### config.mk
export PLATFORM = sky130hd
export DESIGN_NAME = prmcu_uart_top
export DESIGN_NICKNAME = d
export VERILOG_FILES = /design/src/rtl/prmcu_uart_pkg.sv /design/src/rtl/prmcu_uart_baud_gen.sv /design/src/rtl/prmcu_uart_top.sv
export SDC_FILE = /design/constraint.sdc
export NUM_CORES = 1
export LEC_CHECK = 0
export BUFFER_PORTS_ARGS = -buffer_cell sky130_fd_sc_hd__buf_2
export CORE_MARGIN = 8
export CORE_UTILIZATION = 38
export CTS_CLUSTER_DIAMETER = 40
export CTS_CLUSTER_SIZE = 28
export DETAILED_ROUTE_END_ITERATION = 10
export HOLD_SLACK_MARGIN = 0.03
export PLACE_DENSITY_LB_ADDON = 0.3
export SYNTH_ARGS = -nofsm -noshare
export SYNTH_HDL_FRONTEND = slang
export SYNTH_SLANG_ARGS = --single-unit
### constraint.sdc
create_clock -name clk -period 4.3 [get_ports clk]
set_input_delay 0.86 -clock clk [delete_from_list [all_inputs] [get_ports clk]]
set_output_delay 0.86 -clock clk [all_outputs]
set_load 0.01 [all_outputs]
### src/rtl/prmcu_uart_pkg.sv
// rtl/prmcu_uart_pkg.sv - shared states, limits and helpers for the prmcu UART
package prmcu_uart_pkg;

  typedef enum logic [2:0] {
    TX_IDLE,
    TX_START,
    TX_DATA,
    TX_PARITY,
    TX_STOP
  } tx_state_t;

  typedef enum logic [2:0] {
    RX_IDLE,
    RX_START,
    RX_DATA,
    RX_PARITY,
    RX_STOP
  } rx_state_t;

  localparam int MIN_DATA_BITS = 5;
  localparam int MAX_DATA_BITS = 9;
  localparam int MIN_DIV       = 2;

  function automatic logic [3:0] clamp_data_bits(input logic [3:0] n);
    if (n < 4'(MIN_DATA_BITS)) return 4'(MIN_DATA_BITS);
    if (n > 4'(MAX_DATA_BITS)) return 4'(MAX_DATA_BITS);
    return n;
  endfunction

  function automatic logic [7:0] clamp_div(input logic [7:0] d);
    if (d < 8'(MIN_DIV)) return 8'(MIN_DIV);
    return d;
  endfunction

  // Ones in the low n positions; n never exceeds MAX_DATA_BITS
  function automatic logic [8:0] data_mask(input logic [3:0] n);
    logic [9:0] m;
    m = (10'd1 << n) - 10'd1;
    return m[8:0];
  endfunction

endpackage

### src/rtl/prmcu_uart_baud_gen.sv
// rtl/prmcu_uart_baud_gen.sv - bit-period counter with restart and half-period first interval
module prmcu_uart_baud_gen (
  input  logic       clk,
  input  logic       rst,
  input  logic       en,
  input  logic       restart,
  input  logic       half,
  input  logic [7:0] div,
  output logic       tick
);

  logic [7:0] cnt_q;
  logic       half_q;
  logic [7:0] limit;

  // Terminal count: a half period right after a restart with half set, a full period otherwise
  always_comb begin
    limit = half_q ? ((div >> 1) - 8'd1) : (div - 8'd1);
  end

  // >= rather than == so a divider shrinking under a running count cannot stall it
  assign tick = en & (cnt_q >= limit);

  // Count 0..limit, restart on request, drop back to full periods after the first tick
  always_ff @(posedge clk) begin
    if (!rst) begin
      cnt_q  <= '0;
      half_q <= 1'b0;
    end else if (!en) begin
      cnt_q  <= '0;
      half_q <= 1'b0;
    end else if (restart) begin
      cnt_q  <= '0;
      half_q <= half;
    end else if (tick) begin
      cnt_q  <= '0;
      half_q <= 1'b0;
    end else begin
      cnt_q  <= cnt_q + 8'd1;
    end
  end

endmodule

### src/rtl/prmcu_uart_top.sv
// rtl/prmcu_uart_top.sv - full-duplex UART core with valid/ready word streams
module prmcu_uart_top
  import prmcu_uart_pkg::*;
#(
  parameter int SYNC_STAGES = 2
) (
  input  logic       clk,
  input  logic       rst,
  output logic       internal_clk_o,
  input  logic       uart_en,
  input  logic       tx_en,
  input  logic       rx_en,
  input  logic       n_parity_bits_i,
  input  logic [1:0] n_stop_bits_i,
  input  logic [3:0] n_data_bits_i,
  input  logic [7:0] internal_clk_divider_i,
  input  logic [8:0] in_dat_i,
  input  logic       in_vld_i,
  output logic       in_rdy_o,
  output logic [8:0] out_dat_o,
  output logic       out_vld_o,
  input  logic       out_rdy_i,
  output logic       tx_o,
  input  logic       rx_i
);

  logic       rst_done_q;
  logic [7:0] div_live;
  logic [3:0] nbits_live;
  logic       two_stop_live;

  assign div_live      = clamp_div(internal_clk_divider_i);
  assign nbits_live    = clamp_data_bits(n_data_bits_i);
  assign two_stop_live = (n_stop_bits_i >= 2'd2);

  // Keeps in_rdy_o and the tick low while reset is held, even though the FSMs already sit in IDLE
  always_ff @(posedge clk) begin
    if (!rst) rst_done_q <= 1'b0;
    else      rst_done_q <= 1'b1;
  end

  // ---------------- transmitter ----------------
  tx_state_t  tx_state, tx_next;
  logic       tx_active, tx_accept, tx_tick;
  logic [8:0] tx_data_q;
  logic       tx_par_q, tx_par_en_q, tx_two_stop_q, tx_stop_idx_q;
  logic [3:0] tx_nbits_q, tx_idx_q;
  logic [7:0] tx_div_q, tx_div_sel;

  assign tx_active  = uart_en & tx_en;
  assign in_rdy_o   = rst_done_q & tx_active & (tx_state == TX_IDLE);
  assign tx_accept  = in_vld_i & in_rdy_o;
  // While idle the generator follows the live divider so internal_clk_o tracks it
  assign tx_div_sel = (tx_state == TX_IDLE) ? div_live : tx_div_q;

  prmcu_uart_baud_gen u_tx_baud (
    .clk     (clk),
    .rst     (rst),
    .en      (uart_en),
    .restart (tx_accept),
    .half    (1'b0),
    .div     (tx_div_sel),
    .tick    (tx_tick)
  );

  assign internal_clk_o = tx_tick & rst_done_q;

  // TX state register, frame configuration latch and bit/stop counters
  always_ff @(posedge clk) begin
    if (!rst) begin
      tx_state      <= TX_IDLE;
      tx_data_q     <= '0;
      tx_par_q      <= 1'b0;
      tx_par_en_q   <= 1'b0;
      tx_two_stop_q <= 1'b0;
      tx_nbits_q    <= 4'(MIN_DATA_BITS);
      tx_div_q      <= 8'(MIN_DIV);
      tx_idx_q      <= '0;
      tx_stop_idx_q <= 1'b0;
    end else begin
      tx_state <= tx_next;
      if (tx_accept) begin
        tx_data_q     <= in_dat_i;
        tx_par_q      <= ^(in_dat_i & data_mask(nbits_live));
        tx_par_en_q   <= n_parity_bits_i;
        tx_two_stop_q <= two_stop_live;
        tx_nbits_q    <= nbits_live;
        tx_div_q      <= div_live;
        tx_idx_q      <= '0;
        tx_stop_idx_q <= 1'b0;
      end else if (tx_tick) begin
        if (tx_state == TX_DATA) tx_idx_q <= tx_idx_q + 4'd1;
        if (tx_state == TX_STOP) tx_stop_idx_q <= 1'b1;
      end
    end
  end

  // TX next state and serial line level
  always_comb begin
    tx_next = tx_state;
    tx_o    = 1'b1;
    case (tx_state)
      TX_IDLE:   tx_o = 1'b1;
      TX_START:  tx_o = 1'b0;
      TX_DATA:   tx_o = tx_data_q[tx_idx_q];
      TX_PARITY: tx_o = tx_par_q;
      TX_STOP:   tx_o = 1'b1;
      default:   tx_o = 1'b1;
    endcase
    if (!tx_active) begin
      tx_next = TX_IDLE;
      tx_o    = 1'b1;
    end else begin
      case (tx_state)
        TX_IDLE:   if (tx_accept) tx_next = TX_START;
        TX_START:  if (tx_tick) tx_next = TX_DATA;
        TX_DATA:   if (tx_tick && (tx_idx_q == tx_nbits_q - 4'd1))
                     tx_next = tx_par_en_q ? TX_PARITY : TX_STOP;
        TX_PARITY: if (tx_tick) tx_next = TX_STOP;
        TX_STOP:   if (tx_tick && (tx_stop_idx_q == tx_two_stop_q)) tx_next = TX_IDLE;
        default:   tx_next = TX_IDLE;
      endcase
    end
  end

  // ---------------- receiver ----------------
  rx_state_t              rx_state, rx_next;
  logic [SYNC_STAGES-1:0] rx_sync_q;
  logic                   rx_s, rx_prev_q, rx_fall;
  logic                   rx_active, rx_restart, rx_tick, rx_good;
  logic [8:0]             rx_data_q;
  logic [3:0]             rx_nbits_q, rx_idx_q;
  logic                   rx_par_en_q;
  logic [7:0]             rx_div_q, rx_div_sel;

  assign rx_s       = rx_sync_q[SYNC_STAGES-1];
  // A falling edge needs the line seen high first, which also re-arms after a framing error
  assign rx_fall    = rx_prev_q & ~rx_s;
  assign rx_active  = uart_en & rx_en;
  assign rx_restart = rx_active & (rx_state == RX_IDLE) & rx_fall;
  assign rx_good    = rx_active & (rx_state == RX_STOP) & rx_tick & rx_s;
  assign rx_div_sel = (rx_state == RX_IDLE) ? div_live : rx_div_q;

  // Synchronize the asynchronous line; idle level is high
  always_ff @(posedge clk) begin
    if (!rst) begin
      rx_sync_q <= '1;
      rx_prev_q <= 1'b1;
    end else begin
      rx_sync_q <= {rx_sync_q[SYNC_STAGES-2:0], rx_i};
      rx_prev_q <= rx_s;
    end
  end

  prmcu_uart_baud_gen u_rx_baud (
    .clk     (clk),
    .rst     (rst),
    .en      (uart_en),
    .restart (rx_restart),
    .half    (1'b1),
    .div     (rx_div_sel),
    .tick    (rx_tick)
  );

  // RX state register, configuration latch and mid-bit data capture
  always_ff @(posedge clk) begin
    if (!rst) begin
      rx_state    <= RX_IDLE;
      rx_data_q   <= '0;
      rx_idx_q    <= '0;
      rx_nbits_q  <= 4'(MIN_DATA_BITS);
      rx_par_en_q <= 1'b0;
      rx_div_q    <= 8'(MIN_DIV);
    end else begin
      rx_state <= rx_next;
      if (rx_restart) begin
        rx_data_q   <= '0;
        rx_idx_q    <= '0;
        rx_nbits_q  <= nbits_live;
        rx_par_en_q <= n_parity_bits_i;
        rx_div_q    <= div_live;
      end else if (rx_tick && (rx_state == RX_DATA)) begin
        rx_data_q[rx_idx_q] <= rx_s;
        rx_idx_q            <= rx_idx_q + 4'd1;
      end
    end
  end

  // RX next state; parity is sampled and ignored, only the first stop bit is checked
  always_comb begin
    rx_next = rx_state;
    if (!rx_active) begin
      rx_next = RX_IDLE;
    end else begin
      case (rx_state)
        RX_IDLE:   if (rx_fall) rx_next = RX_START;
        RX_START:  if (rx_tick) rx_next = rx_s ? RX_IDLE : RX_DATA;
        RX_DATA:   if (rx_tick && (rx_idx_q == rx_nbits_q - 4'd1))
                     rx_next = rx_par_en_q ? RX_PARITY : RX_STOP;
        RX_PARITY: if (rx_tick) rx_next = RX_STOP;
        RX_STOP:   if (rx_tick) rx_next = RX_IDLE;
        default:   rx_next = RX_IDLE;
      endcase
    end
  end

  // Output word holding register; a frame finishing while a word is pending is dropped
  always_ff @(posedge clk) begin
    if (!rst) begin
      out_vld_o <= 1'b0;
      out_dat_o <= '0;
    end else begin
      if (out_vld_o && out_rdy_i) out_vld_o <= 1'b0;
      if (rx_good && !out_vld_o) begin
        out_vld_o <= 1'b1;
        out_dat_o <= rx_data_q;
      end
    end
  end

endmodule

* Word-level counts from Yosys, hierarchy flattened
Index checks and enable logic that the tools add are counted.
** Word-level totals
- Bits of input ports :: 32
- Latch bits :: 0
- Output and inout bits :: 13
- Memories kept :: 0
- Bits in writable memories :: 0
- Memory bits (read-only) :: 0
- Word-level logic and storage cells :: 146
- Bits in registers :: 92
** Operators by class
- Add/subtract/negate cells :: 10
- Magnitude comparators :: 9
- Equal/unequal tests :: 21
- Muxes and demuxes :: 40
- Bitwise logic cells :: 18
- Reduce and logical (&&, ||, !) cells :: 24
- Shift-type cells :: 1
- Multiply operators :: 0
- Divide/modulo/power cells :: 0
** Operators by type and width (number)
- $mux 8 :: 5
- $mux 3 :: 12
- $pmux 3 s5 :: 2
- $add 8x1->8 const B :: 2
- $ge 8x8->1 :: 2
- $mux 4 :: 4
- $sub 8x1->8 const B :: 2
- $and 1x1->1 :: 14
- $ne 2x2->1 const B :: 7
- $eq 3x2->1 const B :: 4
- $mux 1 :: 12
- $lt 4x5->1 const B :: 2
- $reduce_and 2->1 :: 5
- $reduce_and 5->1 :: 2
- $and 9x9->9 :: 1
- $bwmux 9 :: 1
- $reduce_xor 9->1 :: 1
- $shl 1x4->9 const A :: 1
- $sub 9x1->9 const B :: 1
- $add 4x1->4 const B :: 2
- $eq 4x4->1 :: 2
- $lt 8x2->1 const B :: 1
- $reduce_or 4->1 :: 2
- $sub 4x1->4 const B :: 2
- other kinds (19) :: 34

* Longest topological paths before layout
Gate-level depths: netlist (run 1).
- Depth after elaboration :: 12
- Gate-level depth with buffers :: 16
- Mapped depth without buffers :: 14

* Hierarchy
From an unflattened synthesis (run 1), not the netlist that was laid out.
** Unflattened totals
- Cell total of the unflattened synthesis :: 665
- Area, all modules :: 5441.5 um^2
** By module, submodules not included
- prmcu_uart_top :: seq. area each 1501.4 um^2, times used 1, cells an instance 471, area each 3877.5 um^2
- prmcu_uart_baud_gen :: seq. area each 180.2 um^2, times used 2, cells an instance 97, area each 782.0 um^2

* Worst setup path before layout (run 1)
No wires, ideal clock.
- Kind :: input-to-output
- Start point :: input port internal_clk_divider_i[3]
- End point :: output port internal_clk_o
- Path slack :: 0.119 ns
- Stages on the path :: 13
- Data arrival time :: 3.321 ns
- Cells stage by stage :: buf_2 nor3_1 a21bo_2 nor2_1 a21oi_1 ha_1 o21ai_0 nor2_1 xor2_1 ha_1 and4_1 a221o_1 and3_1
** On the way
- Longest elaborated chain between the ends :: 8
** Ends and longest elaborated chain
- from (decl) :: RTL line prmcu_uart_top.sv:16 : input logic [7:0] internal_clk_divider_i,
- $lt 8x2->1 :: RTL line prmcu_uart_pkg.sv:31 : if (d < 8'(MIN_DIV)) return 8'(MIN_DIV);
- $mux 1 :: RTL line prmcu_uart_pkg.sv:31
- $mux 8 * :: RTL line prmcu_uart_pkg.sv:32 : return d;
- $mux 8 * :: RTL line prmcu_uart_top.sv:54 : assign tx_div_sel = (tx_state == TX_IDLE) ? div_live : tx_div_q;
- $sub 8x1->8 * :: RTL line prmcu_uart_baud_gen.sv:18 : limit = half_q ? ((div >> 1) - 8'd1) : (div - 8'd1);
- $ge 8x8->1 * :: RTL line prmcu_uart_baud_gen.sv:22 : assign tick = en & (cnt_q >= limit);
- $and 1x1->1 * :: RTL line prmcu_uart_baud_gen.sv:22
- $and 1x1->1 * :: RTL line prmcu_uart_top.sv:66 : assign internal_clk_o = tx_tick & rst_done_q;
- to (decl) :: RTL line prmcu_uart_top.sv:9 : output logic internal_clk_o,
Every way passes the cells marked *; elsewhere a longest branch is shown, timed or not.

* Worst setup path after layout (run 1)
- Start point :: input port internal_clk_divider_i[5]
- End point :: output port internal_clk_o
The elaborated chain is that of the path after synthesis.

==> results.tsv, run 1 <==
stage	metric	value	unit
cells_and_area	fill_cells	1321	
placement	placedInstanceArea	5786	sq um
die	die_width	133.7	um
die	core.rowCount	43	
placement	dpl.cell_count	845	
timing	max_freq	239.9	MHz
route	vias	4530	
cells_and_area	drive_gt1_share	17.25	%
pwr	p_leak	2.515	nW
grt	grt_use_total	14.28	%
cells_and_area	nets	739	
die	io_pins	45	
setup_path	critical_path.startpoint_type	primary input	
route	ant_nets	0	
cells_and_area	final_common_cell	nand2_1	
yosys	ys_warn_count	0	
setup_path	arrival	3.31	ns
die	start_util	38.34	%
pwr	p_per_area	312.4	nW/um^2
cells_and_area	layout_common_cells	106 x nand2_1, 92 x dfxtp_1, 43 x nor2_1, 41 x buf_2, 38 x mux2i_1	
worst_hold_path	whs_path_depth	1	
yosys	synth_area	5260	sq um
timing	slew_violations	0	
yosys	synth_edf_count	0	
yosys	synth.distinct_cells	65	
grt	grt_max_degree	32	
die	coreArea	13720	sq um
clocking	cts_tree	done	
clocking	htree_levels	3	
cells_and_area	final-instance-count-excl-fill	864	
clocking	numClockSinks	92	
yosys	async_reset_ff_share	0	%
die	dieHeight	133.7	um
setup_path	end_kind	primary output	
route	avgViaCountPerCell	5.243	
job	cap_violations	0	
setup_path	crit_chain	buf_8, nor4_4, a21bo_2, nor2_2, a21oi_2, ha_2, o21ai_2, nor2_2, xor2_1, ha_1, and4_1, a221o_1, and3_1, buf_2	
die	design.die.area	17860	sq um
placement	place_congestion	0.8951	
route	drt_iter0_markers	274	
timing	hold_viol_final	0	
timing	finalCritPeriodShare	96.92	%
placement	dp_hpwl	9.437	mm
grt	antenna_found_initial	0	
cells_and_area	area_delta_synth_final	17.86	%
yosys	synthFlopType	dfxtp_1	
grt	grt-ovfl-total	0	
grt	grt_pass1_vias	4368	
route	wire_per_inst	14.52	um
setup_path	worst_path_max_delay_cell	a221o_1	
setup_path	cp_common_cell	nor2_2	
placement	numPortBuffers	43	
clocking	ctsRootBufferMaster	clkbuf_16	
grt	grt_pass1_wl	21.22	mm
clocking	clk_pin_slew_worst_paths	0.07	ns
yosys	synth_seq_cells	92	
yosys	ys_seq_area_share	35.01	%
setup_path	critPathRequiredTime	3.44	ns
cells_and_area	antenna_cells	0	
timing	fin_crit	4.168	ns
setup_path	crit_type	in2out	
status	run_status	completed	
yosys	synth_cells	623	
clocking	cts_buffers	9	
timing	rsz0062_at_grt	yes	
setup_path	max_stage_delay	0.37	ns
pwr	max-vdd-ir-drop	0.0001784	V
setup_path	worstPathMaxFanout	2	
setup_path	reg2reg_depth	13	
cells_and_area	finalInstanceArea	6200	sq um
route	drt_first_pass_iters	5	
timing	setup_violations	0	
timing	maxSlewHeadroom	40.91	%
clocking	cts.path.max_buffers	2	
timing	worstMarginPinSlew	0.8864	ns
yosys	syn_avg_cell_area	8.443	sq um
clocking	clock_latency	0.34	ns
route	drcViolationCount	0	
timing	skew	0.006965	ns
route	routed_wl	12.54	mm
worst_hold_path	hold_class	reg2reg	
## layer usage
layer	wire, um	vias up	global-route usage (%)
met5	0	-	0
met4	180	0	4.616
met3	414	17	2.447
met2	5898	77	23.32
met1	6047	2156	18.67
li1	-	2280	-
## path summary, 6_finish.rpt
path,from,endpoint,slack (ns)
max,internal_clk_divider_i[5],internal_clk_o,0.13
min,rx_sync_q[0],rx_sync_q[1],0.41
max reg2reg,rx_state[2],rx_state[2],0.34
min reg2reg,rx_sync_q[0],rx_sync_q[1],0.41
## what timing repair did
| action | in CTS | in global routing |
|---|---|---|
| setup endpoints to repair | 1 | 14 |
| resized for setup | 7 | 11 |
| setup buffers | 1 | 2 |
| pin swaps | 5 | 10 |
| hold buffers | 0 | 0 |
## synthesized netlist by cell type, types with 14 or more instances
library cell,n,area share [%]
xnor2_1,17,2.8
a21boi_0,28,4.0
mux2i_1,38,7.2
inv_1,16,1.1
nand3_1,25,2.4
nor2b_1,17,2.0
a21oi_1,20,1.9
dfxtp_1,92,35
nand2_1,106,7.6
xor2_1,26,4.3
nor2_1,45,3.2
nor3_1,14,1.3
ha_1,28,6.7
clkbuf_1,21,1.5
o21ai_0,18,1.7
## registers in the layout, summed over array words and instances, names as in the netlist, 8 cells and up
register and flops:
u_rx_baud.cnt_q 8, tx_data_q 9, rx_data_q 9, rx_div_q 8
u_tx_baud.cnt_q 8, out_dat_o 9, tx_div_q 8
## logic make-up (layout without fill, tap and decap cells)
logic type | Yosys count | count (layout) | share of synthesized area, %
buffers and inverters | 46 | 106 | 3.592
multiplexers | 43 | 43 | 8.777
adder cells (fa/ha/maj) | 28 | 28 | 6.660
AO/OA/AOI/OAI | 107 | 107 | 14.15
AND/OR/NAND/NOR | 263 | 263 | 24.57
XOR/XNOR | 43 | 43 | 7.160
other | 1 | 2 | 0.07129
flip-flops | 92 | 92 | 35.01
## final cells by class
class / count / area [sq um] / share of cell area (%)
clock buffers: 11 / 242.7 / 3.915
inverters: 16 / 60.06 / 0.9687
well taps: 180 / 225.2 / 3.633
clock inverters: 5 / 85.08 / 1.372
repair buffers: 74 / 464.2 / 7.487
multi-input cells: 486 / 3281 / 52.92
flip-flops and latches: 92 / 1842 / 29.71
## where the power goes
| group | internal, mW | switching (mW) | leakage, nW |
|---|---|---|---|
| sequential | 0.863 | 0.0100 | 0.744 |
| combinational | 0.0874 | 0.115 | 1.61 |
| clock | 0.527 | 0.334 | 0.156 |
| total | 1.48 | 0.459 | 2.51 |
## critical path: cells and delay by family
kind | cells | cell delay [ns]
AO/OA/AOI/OAI | 4 | 0.77
XOR/XNOR | 1 | 0.15
adder cells (fa/ha/maj) | 2 | 0.47
buffers and inverters | 2 | 0.23
AND/OR/NAND/NOR | 5 | 0.83
## metrics by stage
stage,total power [mW],hold WS (ns),util (%),setup TNS [ns],setup WS [ns]
after floorplan,1.015,0.3863,-,0,0.1194
after global placement,1.079,0.3888,42.17,-0.3171,-0.1368
after detailed placement,1.085,0.3970,42.17,-1.565,-0.1671
after CTS,1.949,0.4127,44.83,0,0.0003486
after global routing,2.012,0.4248,45.19,-0.01946,-0.01946
final,1.937,0.4089,45.19,0,0.1323
No activity file was read; power rests on OpenSTA's default activity.
==> run 2, diff against run 1 <==
- CORE_MARGIN: 8 -> 4
- CTS_BUF_LIST: unset -> sky130_fd_sc_hd__clkbuf_4 sky130_fd_sc_hd__clkbuf_8
==> run 2 against run 1 <==
Register-to-register slack better by 0.12 ns. Sequential power hardly changed. Setup slack worse by 0.036 ns. Cell count is 0.58% lower. Clock skew is 0.0037 ns higher. Cell area is 2.3% lower. Core utilization hardly changed. Sequential share of layout area is 0.73 points higher. Flip-flop and latch count stayed put. Hold slack better by 0.0050 ns. Critical path type unchanged.
==> results.tsv, run 2 (synthesis results as in run 1) <==
stage	metric	value	unit
setup_path	critical_path.startpoint_type	primary input	
clocking	cts.path.max_buffers	2	
route	wire_per_inst	14.04	um
grt	grt_pass1_vias	4357	
timing	max_freq	237.9	MHz
status	run_status	completed	
clocking	cts_buffers	9	
placement	dp_hpwl	9.023	mm
cells_and_area	top_regs	out_dat_o x9, rx_data_q x9, tx_data_q x9	
pwr	switching_power	0.4381	mW
route	vias	4464	
clocking	clock_latency	0.37	ns
setup_path	worstPathMaxFanout	2	
timing	slew_violations	0	
route	drt_first_pass_iters	4	
route	drcViolationCount	0	
timing	finalCritPeriodShare	97.76	%
timing	hold_viol_final	0	
route	drt_iter0_markers	234	
worst_hold_path	hold_class	reg2reg	
die	start_util	39.25	%
cells_and_area	area_delta_synth_final	15.13	%
setup_path	arrival	3.34	ns
setup_path	end_kind	primary output	
pwr	clkPwrFrac	35.8	%
job	cap_violations	0	
pwr	internal_power	1.233	mW
placement	dpl.cell_count	842	
pwr	p_leak	2.467	nW
timing	maxSlewHeadroom	42.16	%
placement	numPortBuffers	43	
cells_and_area	nets	738	
setup_path	worst_path_max_delay_cell	a221o_1	
clocking	htree_levels	3	
grt	grt_pass1_wl	20.43	mm
pwr	max-vdd-ir-drop	0.0001275	V
timing	worstMarginPinSlew	0.8675	ns
cells_and_area	final_common_cell	nand2_1	
placement	place_congestion	0.8337	
die	core.rowCount	42	
route	ant_nets	0	
cells_and_area	antenna_cells	0	
pwr	pwr-share-comb	12.1	%
pwr	p_per_area	276.0	nW/um^2
die	dieHeight	125.7	um
cells_and_area	final-instance-count-excl-fill	859	
die	coreArea	13400	sq um
grt	grt_max_degree	35	
pwr	swShare	26.21	%
clocking	clk_pin_slew_worst_paths	0.09	ns
pwr	p_seq_share	52.1	%
cells_and_area	drive_gt1_share	17.42	%
grt	grt-ovfl-total	0	
setup_path	max_stage_delay	0.34	ns
timing	skew	0.01067	ns
timing	whs	0.4139	ns
grt	grt_use_total	15.49	%
setup_path	crit_type	in2out	
clocking	holdBufCountCts	0	
die	die_width	125.7	um
cells_and_area	layout_common_cells	106 x nand2_1, 91 x dfxtp_1, 45 x nor2_1, 43 x buf_2, 38 x mux2i_1	
grt	antenna_found_initial	0	
setup_path	crit_chain	buf_2, nor4_4, a21bo_2, nor2_1, a21oi_2, ha_2, o21ai_2, nor2_1, xor2_1, ha_1, and4_1, a221o_1, and3_4, buf_2	
timing	rsz0062_at_grt	yes	
clocking	ctsRootBufferMaster	clkbuf_8	
clocking	numClockSinks	92	
route	avgViaCountPerCell	5.197	
timing	setup_violations	0	
clocking	cts_tree	done	
die	design.die.area	15790	sq um
timing	fin_crit	4.204	ns
setup_path	critPathRequiredTime	3.44	ns
route	routed_wl	12.06	mm
die	io_pins	45	
## run 2: layer usage
metal | GRT usage, % | part of all wire [%]
met1 | 20.12 | 48
met2 | 25.58 | 48
met3 | 2.710 | 2.8
met4 | 6.250 | 1.7
met5 | 0 | 0
## run 2: critical path: cells and delay by family
kind            cells  cell delay, ns
simple gates        5            0.85
compound gates      4            0.73
fa+ha+maj           2            0.47
buf+inv             2            0.26
xor+xnor            1            0.17
## run 2: path summary, 6_finish.rpt
check | start | endpoint | slack [ns] | cells after the start
max | internal_clk_divider_i[5] | internal_clk_o | 0.1 | 14
min | rx_sync_q[0] | rx_sync_q[1] | 0.41 | 1
max reg2reg | rx_state[1] | rx_state[2] | 0.46 | 14
min reg2reg | rx_sync_q[0] | rx_sync_q[1] | 0.41 | 1
## run 2: power by group through the flow
| stage | Combinational, mW | Sequential (mW) | Clock, mW |
|---|---|---|---|
| 2_1_floorplan | 0.127 | 0.888 | 0 |
| 3_3_place_gp | 0.188 | 0.891 | 0 |
| 3_5_place_dp | 0.195 | 0.892 | 0 |
| 4_1_cts | 0.199 | 0.872 | 0.619 |
| 5_1_grt | 0.225 | 0.874 | 0.653 |
| 6_report | 0.202 | 0.871 | 0.598 |
## run 2: what timing repair did
item	4_1_cts	5_1_grt
endpoints found under the setup margin	1	1
pin swaps	2	5
resized for setup	6	8
setup buffers	0	1
endpoints found under the hold margin	0	0
cloned	0	0
## run 2: layout make-up
| cell class | count | area (sq um) |
|---|---|---|
| clock buffer | 10 | 137.6 |
| clock inverter | 6 | 62.56 |
| fill | 1330 | 7345 |
| inverter | 16 | 60.06 |
| multi-input combinational | 486 | 3292 |
| sequential | 92 | 1843 |
| tap | 176 | 220.2 |
| timing repair buffer | 73 | 440.4 |
## run 2: metrics by stage
step / cell area [sq um] / util, % / setup TNS, ns / power [mW] / setup WS, ns
after floorplan: 5264 / - / 0 / 1.015 / 0.1194
after global placement: 5793 / 43.23 / -0.5157 / 1.079 / -0.07116
after detailed placement: 5793 / 43.23 / -1.053 / 1.087 / -0.1301
after CTS: 6021 / 44.93 / 0 / 1.689 / 0.03013
after global routing: 6056 / 45.19 / -0.01075 / 1.751 / -0.01075
final: 6056 / 45.19 / 0 / 1.671 / 0.09611
==> run 3, diff against run 2 <==
--- a/config.mk
+++ b/config.mk
@@ -7,6 +7,8 @@
 export LEC_CHECK = 0
 export BUFFER_PORTS_ARGS = -buffer_cell sky130_fd_sc_hd__buf_2
+export CELL_PAD_IN_SITES_DETAIL_PLACEMENT = 0
+export CELL_PAD_IN_SITES_GLOBAL_PLACEMENT = 2
 export CORE_MARGIN = 4
-export CORE_UTILIZATION = 38
+export CORE_UTILIZATION = 34
 export CTS_BUF_LIST = sky130_fd_sc_hd__clkbuf_4 sky130_fd_sc_hd__clkbuf_8
 export CTS_CLUSTER_DIAMETER = 40
==> constraint.sdc (replaced) <==
create_clock -name clk -period 4.3 [get_ports clk]
set_input_delay 1.075 -clock clk [delete_from_list [all_inputs] [get_ports clk]]
set_output_delay 1.075 -clock clk [all_outputs]
set_load 0.01 [all_outputs]
==> run 3 against run 2 <==
Hold slack better by 0.016 ns. The flow now finishes with violations (setup timing). Clock power down 0.7%. Sequential power about the same. Critical path type unchanged. Highest routed layer unchanged. Critical path depth unchanged. Wire length up 7.7%. Largest power group unchanged.
==> results.tsv, run 3 (synthesis results as in run 1) <==
stage	metric	value	unit
status	run_status	complete, but fails checks	
status	violations	setup timing	
timing	rsz0062_at_grt	yes	
pwr	p_per_area	270.8	nW/um^2
timing	setup_violations	1	
placement	dpl_worst_slack	-0.4864	ns
route	wire_per_inst	14.65	um
setup_path	crit_type	in2out	
placement	dp_hpwl	9.766	mm
timing	finalCritPeriodShare	108.7	%
cells_and_area	register_area	1842	sq um
cells_and_area	area_delta_synth_final	18.05	%
cells_and_area	final-instance-count-excl-fill	886	
placement	dpl.cell_count	865	
die	start_util	34.60	%
cells_and_area	top_regs	out_dat_o x9, rx_data_q x9, tx_data_q x9	
clocking	htree_levels	3	
timing	maxSlewHeadroom	45.10	%
worst_hold_path	whs_endpoint	rx_sync_q[1]	
route	avgViaCountPerCell	5.067	
route	drt_first_pass_iters	4	
die	die_width	132.4	um
grt	grt-ovfl-total	0	
setup_path	rrSetupSlack	0.43	ns
placement	place_congestion	0.8461	
cells_and_area	drive_gt1_share	19.20	%
grt	grt_max_degree	27	
route	vias	4489	
worst_hold_path	hold_class	reg2reg	
pwr	p_leak	2.554	nW
setup_path	timing.rr.start	rx_state[0]	
pwr	p_total	1.682	mW
setup_path	r2r_end	rx_state[2]	
setup_path	arrival	3.60	ns
cells_and_area	fill_cells	1594	
route	routed_wl	12.98	mm
worst_hold_path	whs_path_depth	1	
setup_path	critPathRequiredTime	3.22	ns
die	design.die.area	17520	sq um
timing	hold_viol_final	0	
grt	antenna_found_initial	0	
cells_and_area	final_common_cell	nand2_1	
timing	skew	0.01387	ns
clocking	clock_latency	0.39	ns
clocking	cts_buffers	9	
placement	numPortBuffers	43	
setup_path	worstPathMaxFanout	2	
setup_path	end_kind	primary output	
timing	setup_slack	-0.3742	ns
job	cap_violations	0	
die	dieHeight	132.4	um
clocking	ctsRootBufferMaster	clkbuf_8	
setup_path	reg2reg_depth	14	
cells_and_area	layout_common_cells	106 x nand2_1, 92 x dfxtp_1, 45 x buf_4, 43 x nor2_1, 40 x buf_2	
grt	grt_pass1_wl	21.49	mm
timing	fin_crit	4.674	ns
clocking	cts_tree	done	
cells_and_area	multi_input_area	3307	sq um
die	core.rowCount	45	
die	io_pins	45	
grt	grt_use_total	15.02	%
timing	slew_violations	0	
cells_and_area	nets	753	
grt	grt_pass1_vias	4386	
route	drcViolationCount	0	
route	ant_nets	0	
pwr	max-vdd-ir-drop	0.0001296	V
clocking	holdBufCountCts	0	
cells_and_area	finalInstanceArea	6210	sq um
clocking	cts.path.max_buffers	2	
placement	placedInstanceArea	5938	sq um
clocking	numClockSinks	92	
route	drt_iter0_markers	138	
setup_path	critical_path.startpoint_type	primary input	
clocking	clk_pin_slew_worst_paths	0.11	ns
cells_and_area	antenna_cells	0	
timing	max_freq	213.9	MHz
die	coreArea	15200	sq um
timing	worstMarginPinSlew	0.8172	ns
worst_hold_path	min-delay-start	rx_sync_q[0]	
[run 3: cell types whose count changed in the layout (fill, tap and decap cells not counted), sizes merged]
cell      delta
clkinvlp     +1
clkinv       -2
inv          +2
bufinv       -1
buf         +15
[run 3: worst max path at each step]
stage                         startpoint        endpoint  slack, ns  cells after the start
2_1_floorplan  internal_clk_divider_i[3]  internal_clk_o      -0.07                     13
3_3_place_gp   internal_clk_divider_i[7]  internal_clk_o      -0.45                     14
3_5_place_dp   internal_clk_divider_i[7]  internal_clk_o      -0.49                     14
4_1_cts        internal_clk_divider_i[5]  internal_clk_o      -0.41                     14
5_1_grt        internal_clk_divider_i[6]  internal_clk_o      -0.53                     14
6_report       internal_clk_divider_i[6]  internal_clk_o      -0.37                     14
[run 3: final cells by class]
cell class / instances / share of cell area (%)
multi-input combinational: 486 / 53.25
sequential: 92 / 29.66
clock buffer: 10 / 2.216
timing repair buffer: 88 / 9.208
clock inverter: 6 / 0.9067
inverter: 16 / 0.9672
tap: 188 / 3.788
[run 3: layer usage]
metal  vias to the layer above  part of all wire (%)  track usage [%]
met3                        20                   2.8            2.176
li1                       2309                     -                -
met1                      2097                    48            19.74
met5                         -                     0                0
met4                         0                   2.2            6.293
met2                        63                    47            24.70
[run 3: where the power goes]
group          total (mW)  internal, mW  switching, mW
logic               0.215        0.0968          0.119
clock network       0.594         0.238          0.356
registers           0.872         0.862         0.0102
[run 3: worst max-delay path, stage by stage]
cell     delay, ns
buf_6         0.10
nor4_4        0.36
a21bo_2       0.21
nor2_2        0.04
a21oi_2       0.15
ha_2          0.21
o21ai_2       0.07
nor2_2        0.11
xor2_1        0.18
ha_1          0.26
and4_1        0.16
a221o_1       0.35
and3_4        0.20
buf_6         0.11
[run 3: repair_timing]
| item | in CTS | in global routing |
|---|---|---|
| gates resized for setup | 6 | 2 |
| setup endpoints to repair | 10 | 7 |
| setup buffers | 4 | 1 |
| pin swaps | 7 | 4 |
| hold endpoints to repair | 0 | 0 |
[run 3: through the flow]
step | util (%) | hold slack (ns) | TNS [ns]
CTS | 40.72 | 0.4410 | -0.4121
finish | 40.85 | 0.4303 | -0.3742
detailed placement | 39.06 | 0.4105 | -8.374
floorplan | - | 0.3863 | -0.06585
global route | 40.85 | 0.4590 | -0.5337
global placement | 39.06 | 0.3982 | -5.815
